### src/rtl/pwm_multi_pkg.sv
// Shared defaults, counter direction encoding and the write-index width helper
// for the pwm_multi family.
package pwm_multi_pkg;

   localparam int PWM_DEF_WIDTH    = 8;
   localparam int PWM_DEF_CHANNELS = 4;
   localparam int PWM_DEF_DIV_W    = 8;

   typedef enum logic {
      DIR_UP   = 1'b0,
      DIR_DOWN = 1'b1
   } dir_e;

   // ceil(log2(n)), never below 1 so a single-channel build still has a wr_ch bit
   function automatic int clog2_min1(input int n);
      int r;
      r = 0;
      while ((1 << r) < n) r++;
      return (r < 1) ? 1 : r;
   endfunction

endpackage

### src/rtl/pwm_prescaler.sv
// Clock prescaler: one-cycle tick every div+1 clocks, divisor used live.
module pwm_prescaler
   import pwm_multi_pkg::*;
#(
   parameter int DIV_W = PWM_DEF_DIV_W
) (
   input  logic             clk,
   input  logic             rst,
   input  logic [DIV_W-1:0] div,
   output logic             tick
);

   logic [DIV_W-1:0] pre_cnt;

   assign tick = (pre_cnt == div);

   always_ff @(posedge clk) begin
      if (rst || tick) pre_cnt <= '0;
      else             pre_cnt <= pre_cnt + DIV_W'(1);
   end

endmodule

### src/rtl/pwm_multi.sv
// Multi-channel PWM with shared prescaler/period counter and boundary-synchronous
// duty/top reload. Define PWM_CENTER_ALIGN_EN for up/down (center-aligned) counting.
module pwm_multi
   import pwm_multi_pkg::*;
#(
   parameter  int WIDTH    = PWM_DEF_WIDTH,
   parameter  int CHANNELS = PWM_DEF_CHANNELS,
   parameter  int DIV_W    = PWM_DEF_DIV_W,
   localparam int CH_W     = clog2_min1(CHANNELS)
) (
   input  logic                clk,
   input  logic                rst,
   input  logic [DIV_W-1:0]    div,
   input  logic [WIDTH-1:0]    top,
   input  logic                wr_en,
   input  logic [CH_W-1:0]     wr_ch,
   input  logic [WIDTH-1:0]    wr_duty,
   output logic [CHANNELS-1:0] PWM,
   output logic                period_start
);

   logic             tick;
   logic             boundary;
   logic [WIDTH-1:0] cnt;
   logic [WIDTH-1:0] cnt_nxt;
   logic [WIDTH-1:0] top_act;

   pwm_prescaler #(.DIV_W(DIV_W)) u_pre (
      .clk  (clk),
      .rst  (rst),
      .div  (div),
      .tick (tick)
   );

`ifdef PWM_CENTER_ALIGN_EN
   dir_e dir;
   dir_e dir_nxt;

   assign boundary = tick && (((cnt == '0) && (dir == DIR_DOWN)) || (top_act == '0));

   // Boundary restarts the up-slope at 1 so cnt==0 appears once per period.
   always_comb begin
      cnt_nxt = cnt;
      dir_nxt = dir;
      if (boundary) begin
         dir_nxt = DIR_UP;
         cnt_nxt = (top == '0) ? '0 : WIDTH'(1);
      end else if (dir == DIR_UP) begin
         if (cnt >= top_act) begin
            dir_nxt = DIR_DOWN;
            cnt_nxt = cnt - WIDTH'(1);
         end else begin
            cnt_nxt = cnt + WIDTH'(1);
         end
      end else begin
         cnt_nxt = cnt - WIDTH'(1);
      end
   end

   always_ff @(posedge clk) begin
      if (rst)       dir <= DIR_UP;
      else if (tick) dir <= dir_nxt;
   end
`else
   assign boundary = tick && (cnt == top_act);

   always_comb begin
      cnt_nxt = cnt + WIDTH'(1);
      if (cnt == top_act) cnt_nxt = '0;
   end
`endif

   always_ff @(posedge clk) begin
      if (rst) begin
         cnt          <= '0;
         top_act      <= '1;
         period_start <= 1'b0;
      end else begin
         period_start <= boundary;
         if (boundary) top_act <= top;
         if (tick)     cnt     <= cnt_nxt;
      end
   end

   // An out-of-range wr_ch matches no channel index, so the write is dropped.
   for (genvar i = 0; i < CHANNELS; i++) begin : g_ch
      logic [WIDTH-1:0] shadow;
      logic [WIDTH-1:0] duty_act;
      logic             pwm_q;

      always_ff @(posedge clk) begin
         if (rst) begin
            shadow   <= '0;
            duty_act <= '0;
            pwm_q    <= 1'b0;
         end else begin
            if (boundary)                         duty_act <= shadow;
            if (wr_en && (wr_ch == CH_W'(i)))     shadow   <= wr_duty;
            pwm_q <= (cnt < duty_act);
         end
      end

      assign PWM[i] = pwm_q;
   end

endmodule
### config.mk
export PLATFORM = sky130hd
export DESIGN_NAME = pwm_multi
export DESIGN_NICKNAME = d
export VERILOG_FILES = /design/src/rtl/pwm_multi_pkg.sv /design/src/rtl/pwm_prescaler.sv /design/src/rtl/pwm_multi.sv
export SDC_FILE = /design/constraint.sdc
export NUM_CORES = 1
export LEC_CHECK = 0
export CAP_MARGIN = 15
export CELL_PAD_IN_SITES_DETAIL_PLACEMENT = 0
export CELL_PAD_IN_SITES_GLOBAL_PLACEMENT = 1
export CORE_MARGIN = 5
export CORE_UTILIZATION = 30
export CTS_CLUSTER_DIAMETER = 100
export CTS_CLUSTER_SIZE = 25
export DETAILED_ROUTE_END_ITERATION = 7
export GPL_TIMING_DRIVEN = 0
export MAX_ROUTING_LAYER = met4
export PLACE_DENSITY_LB_ADDON = 0.12
export SYNTH_ARGS = -nofsm -noshare
export SYNTH_HDL_FRONTEND = slang
export SYNTH_SLANG_ARGS = --single-unit
export TNS_END_PERCENT = 100
### constraint.sdc
create_clock -name clk -period 5.77 [get_ports clk]
set_clock_uncertainty 0.2 [all_clocks]
set_input_delay 0.577 -clock clk [delete_from_list [all_inputs] [get_ports clk]]
set_output_delay 0.577 -clock clk [all_outputs]
set_load 0.05 [all_outputs]
==> results.cfg, run 1 <==
[pwr]
power_frac_seq_pct = 49.5
leakage_nw = 2.08
clockPowerShare_pct = 45.0
p_int_mw = 1.04
power_per_cell_area_nw_per_um2 = 253
p_comb_share_pct = 5.5
swShare_pct = 21.5
ir_drop_uv = 124
p_sw_mw = 0.287

[cells_and_area]
diodes = 0
final_common_cell = dfxtp_1
most-common-layout-cells = dfxtp_1, nor2_1, mux2i_1
nFillCells = 1524
synthToLayoutAreaGrowth_pct = 19.6
fin_util_pct = 36.4
drive_gt1_share_pct = 6.94
fin_nets = 559
fin_cells = 688

[timing]
rsz0062_at_grt = false
worstMarginPinSlew_ns = 0.765
period_minus_slack_ns = 2.47
fmax_mhz = 405
hold_viol_final = 0
maxSlewViolCount = 0
maxSlewHeadroom_pct = 49.0
fin_crit_sh_pct = 42.8
setup_violations = 0
setup-tns-final_ns = 0

[synth]
syn_area_um2 = 4400
syn_nets = 515
synth_seq_area_share_pct = 42.3
postSynthCellCount = 456
synth_warnings = 0
yosysUniqueCellTypes = 44
synth-edff-count = 0
synth_area_per_cell_um2 = 9.65
async_reset_ff_share_pct = 0
synth_flop_cell = dfxtp_1
synth-seq-cells = 93

[worst_setup_path]
critPathLaunch = rst
cp-start-kind = input pin
cp_num_buf_inv = 4
cp_common_cell = clkbuf_1
crit_type = in -> reg
cp_slowest_cell = clkdlybuf4s50_1
critPathArrivalTime_ns = 2.48
worstPathRequired_ns = 5.77
max_stage_delay_ns = 0.50
crit_chain = clkdlybuf4s50_1 > clkbuf_1 > clkbuf_1 > buf_1 > nor2_1
crit_fanout = 10
end_kind = flip-flop
path_delay_family = buffers and inverters
timing.rr.start = cnt[3]$_SDFFE_PP0P_

[place]
portBuffers = 33
dp_hpwl_um = 7610
placedCellCount = 673
globalplace.congestion = 0.697

[global_routing]
grt_pass1_vias = 3121
grt_max_degree = 15
grt_use_total_pct = 12.9
antenna_found_initial = 0
grt_pass1_wl_um = 17000
grt_overflow = 0

[floorplan]
die_y_um = 131
die-area_um2 = 17200
initial_core_util_pct = 30.4
die_x_um = 131
rows = 44
core_area_um2 = 14500
io_pins = 34

[drt]
drtPass1Iterations = 4
wl_per_cell_um = 15.4
post-route-drc-count = 0
num_vias = 3199
viasPerCell = 4.65
ant_nets = 0
drt_wl_total_um = 10600
drt_iter0_markers = 168

[flow_run]
maxCapViolCount = 0

[hold_path]
hp-start = g_ch[3].duty_act[2]$_SDFFE_PP0P_
min_path_type = reg -> reg

[clock_tree]
hold_buffers = 0
numCtsBuffers = 9
cts_buffer_depth = 2
cts-resized-gates = 0
clk_latency_ns = 0.34
h-tree-depth = 3
cts_tree = done
clock_sinks = 93
clk_pin_slew_worst_paths_ns = 0.06
cts_root_buffer = clkbuf_16
cts_setup_buffers = 0

[outcome]
status = finished clean
[power groups by stage]
stage | combinational, mW | clock (mW) | sequential [mW]
3_3_place_gp | 0.0741 | 0 | 0.673
2_1_floorplan | 0.0377 | 0 | 0.671
6_report | 0.0737 | 0.599 | 0.658
3_5_place_dp | 0.0748 | 0 | 0.673
4_1_cts | 0.0751 | 0.625 | 0.658
5_1_grt | 0.0810 | 0.651 | 0.659
[worst paths after layout]
path,endpoint,slack [ns],cells after the start
max reg2reg,g_ch[3].duty_act[4]$_SDFFE_PP0P_,3.46,7
min reg2reg,g_ch[3].duty_act[2]$_SDFFE_PP0P_,0.29,2
max,g_ch[1].duty_act[7]$_SDFFE_PP0P_,3.30,5
min,g_ch[3].duty_act[2]$_SDFFE_PP0P_,0.29,2
[routing by layer]
metal | up-vias | part of all wire [%] | track usage (%) | wire (µm)
met5 | - | 0 | - | 0
met4 | 0 | 1.2 | 3.58 | 132
met3 | 9 | 4.0 | 3.63 | 424
met2 | 49 | 42 | 18.3 | 4410
met1 | 1502 | 53 | 18.1 | 5620
li1 | 1639 | - | - | -
[worst min-delay path: stages, from the launching register on]
cell and delay (ns):
dfxtp_1 0.32, mux2i_1 0.06, nor2_1 0.07
[metrics by stage]
stage | setup slack (ns) | cell area [µm²] | hold WS (ns) | total power, mW
2_1_floorplan | 3.81 | 4400 | 0.260 | 0.708
3_3_place_gp | 2.93 | 4960 | 0.273 | 0.747
3_5_place_dp | 2.92 | 4960 | 0.279 | 0.748
4_1_cts | 3.27 | 5260 | 0.297 | 1.36
5_1_grt | 3.09 | 5260 | 0.320 | 1.39
6_report | 3.30 | 5260 | 0.292 | 1.33
[state kept, by name, summed over array words and instances (netlist names)]
| name | flops |
|---|---|
| period_start | 1 |
| g_ch.pwm_q | 4 |
| g_ch.shadow | 32 |
| g_ch.duty_act | 32 |
| cnt | 8 |
| top_act | 8 |
| u_pre.pre_cnt | 8 |
[kinds of logic after synthesis]
logic type               after synthesis  synth area share [%]
buffers and inverters                 54                  6.62
multiplexers                          64                  14.6
AND/OR/NAND/NOR                      153                  17.1
flip-flops                            93                  42.3
adder cells (fa/ha/maj)               30                  8.53
XOR/XNOR                              22                  4.38
AO/OA/AOI/OAI                         40                  6.54
[cells in the mapped netlist, drive strengths merged (9+ instances only)]
library cell	count	area, µm²
dfxtp	93	1860
nor2	86	325
mux2i	64	641
ha	30	375
inv	29	109
buf	15	135
xor2	13	114
a21o	12	90.1
a21oi	12	63.8
clkbuf	10	47.5
nand2b	10	62.6
nand3	9	45.0
nand4	9	56.3
nor3	9	50.1
xnor2	9	78.8
[cell type report]
type	count	area [µm²]	area share, %
clock buffers	12	256	4.87
flip-flops and latches	93	1860	35.4
inverters	29	109	2.07
multi-input cells	309	2250	42.7
repair buffers	33	330	6.28
clock inverters	3	45.0	0.856
well taps	184	230	4.37
plain buffers	25	183	3.47
No activity file was read; power rests on OpenSTA's default activity.
==> inputs of run 2 (changes only) <==
Clock period 5.77 ns to 2 ns, I/O delays scaled along.
==> run 2 against run 1 <==
The flow now finishes with violations (setup timing). Global-route usage increased by 0.054 points. Clock-buffer cell count did not move. Critical path depth is 2 higher. Routed wire length is 4.4% higher. Worst setup slack got worse by 3.3 ns. Sequential power rose to 2.9 times the previous value. Largest cell class unchanged. Highest routed layer unchanged.
==> results.cfg, run 2 (synthesized netlist as in run 1, its figures left out) <==
[pwr]
leakage_nw = 2.27
power_per_cell_area_nw_per_um2 = 681
ir_drop_uv = 357

[worst_setup_path]
end_kind = flip-flop
worstPathRequired_ns = 2.02
critPathArrivalTime_ns = 2.05
crit_type = reg -> reg
crit_fanout = 7
cp-start-kind = flip-flop
timing.rr.start = cnt[7]$_SDFFE_PP0P_
worst_r2r_path_depth = 7
ff2ff_setup_slack_ns = -0.03
r2r-end = g_ch[2].duty_act[2]$_SDFFE_PP0P_

[drt]
post-route-drc-count = 0
viasPerCell = 4.64
ant_nets = 0
drtPass1Iterations = 4
drt_iter0_markers = 135
drt_wl_total_um = 11100
num_vias = 3293
wl_per_cell_um = 15.6

[place]
portBuffers = 33
globalplace.congestion = 0.697
dp_hpwl_um = 7610
pre_cts_slack_ns = -0.477

[global_routing]
grt_pass1_vias = 3152
grt_use_total_pct = 13.0
grt_pass1_wl_um = 17000
grt_overflow = 0
grt_max_degree = 15
antenna_found_initial = 0

[cells_and_area]
fin_nets = 580
most-common-layout-cells = nor2_1, dfxtp_1, mux2i_1
nFillCells = 1490
seq_area_um2 = 1910
reg.largest.list = g_ch.duty_act: 32 flops, g_ch.shadow: 32 flops
final_common_cell = nor2_1
synthToLayoutAreaGrowth_pct = 28.6
fin_util_pct = 39.1
multi_input_area_um2 = 2350
drive_gt1_share_pct = 16.6
diodes = 0

[floorplan]
die_x_um = 131
core_area_um2 = 14500
initial_core_util_pct = 30.4
die_y_um = 131
io_pins = 34
die-area_um2 = 17200
rows = 44

[hold_path]
hold_path_depth = 3
min_to = top_act[2]$_SDFFE_PP1P_
min_path_type = in -> reg
hp-start = top[2]

[outcome]
status = finished with violations
violations = setup timing

[clock_tree]
h-tree-depth = 3
cts_buffer_depth = 2
cts_root_buffer = clkbuf_16
hold_buffers = 0
clock_sinks = 93
numCtsBuffers = 9
clk_latency_ns = 0.35
clk_pin_slew_worst_paths_ns = 0.06
cts_tree = done

[timing]
fin_crit_sh_pct = 101
setup_violations = 4
hold_viol_final = 0
worstMarginPinSlew_ns = 0.759
fmax_mhz = 494
rsz0062_at_grt = true
maxSlewViolCount = 0
maxSlewHeadroom_pct = 49.4
layout_setup_ws_ns = -0.0258
setup-tns-final_ns = -0.0447
period_minus_slack_ns = 2.03

[flow_run]
maxCapViolCount = 0
[run 2: changes by cell type in the layout (fill, tap and decap cells not counted), sizes merged]
cell	previous run	this run
clkbuf	22	25
buf	15	33
[run 2: worst max-delay path, stage by stage (launching register included)]
cell	delay, ns
dfxtp_4	0.40
xor2_1	0.18
nor4_4	0.27
and4bb_1	0.24
buf_6	0.18
clkbuf_16	0.19
mux2i_1	0.19
nor2_1	0.05
[run 2: area by class of cell]
type / count / area share, %
clock inverters: 3 / 0.796
well taps: 184 / 4.07
repair buffers: 55 / 9.90
inverters: 29 / 1.92
multi-input cells: 309 / 41.4
plain buffers: 24 / 3.60
clock buffers: 12 / 4.53
flip-flops and latches: 93 / 33.7
[run 2: stage by stage]
stage | power (mW) | std cells | hold slack, ns | area [µm²]
floorplan | 2.04 | 456 | 0.144 | 4400
global placement | 2.15 | 673 | 0.273 | 4960
detailed placement | 2.16 | 673 | 0.279 | 4960
CTS | 3.92 | 693 | 0.253 | 5380
global route | 4.03 | 709 | 0.292 | 5660
finish | 3.86 | 709 | 0.264 | 5660
[run 2: report_power, final]
group | leakage [nW] | switching, mW | total [mW] | internal [mW]
clock network | 0.141 | 0.703 | 1.73 | 1.03
logic | 1.37 | 0.117 | 0.236 | 0.119
registers | 0.761 | 0.0193 | 1.89 | 1.87
[run 2: worst max path at each step]
stage / start / to / cells past startpoint
finish: cnt[7]$_SDFFE_PP0P_ / g_ch[2].duty_act[2]$_SDFFE_PP0P_ / 7
global route: top_act[3]$_SDFFE_PP1P_ / g_ch[2].duty_act[5]$_SDFFE_PP0P_ / 7
CTS: u_pre.pre_cnt[0]$_SDFF_PP0_ / g_ch[2].duty_act[2]$_SDFFE_PP0P_ / 7
detailed placement: rst / g_ch[2].duty_act[2]$_SDFFE_PP0P_ / 5
global placement: rst / g_ch[0].duty_act[0]$_SDFFE_PP0P_ / 5
floorplan: cnt[6]$_SDFFE_PP0P_ / g_ch[3].duty_act[4]$_SDFFE_PP0P_ / 7
[run 2: metal layers]
| layer | share of wire (%) | global-route usage [%] |
|---|---|---|
| met1 | 50 | 17.9 |
| met2 | 43 | 18.6 |
| met3 | 5.1 | 3.71 |
| met4 | 1.0 | 3.64 |
| met5 | 0 | - |
[run 2: what timing repair did]
| action | in CTS | in global routing |
|---|---|---|
| buffers inserted | 5 | 14 |
| pin swaps | 5 | 7 |
| setup endpoints to repair | 87 | 62 |
| cloned | 0 | 3 |
| resized for setup | 25 | 27 |
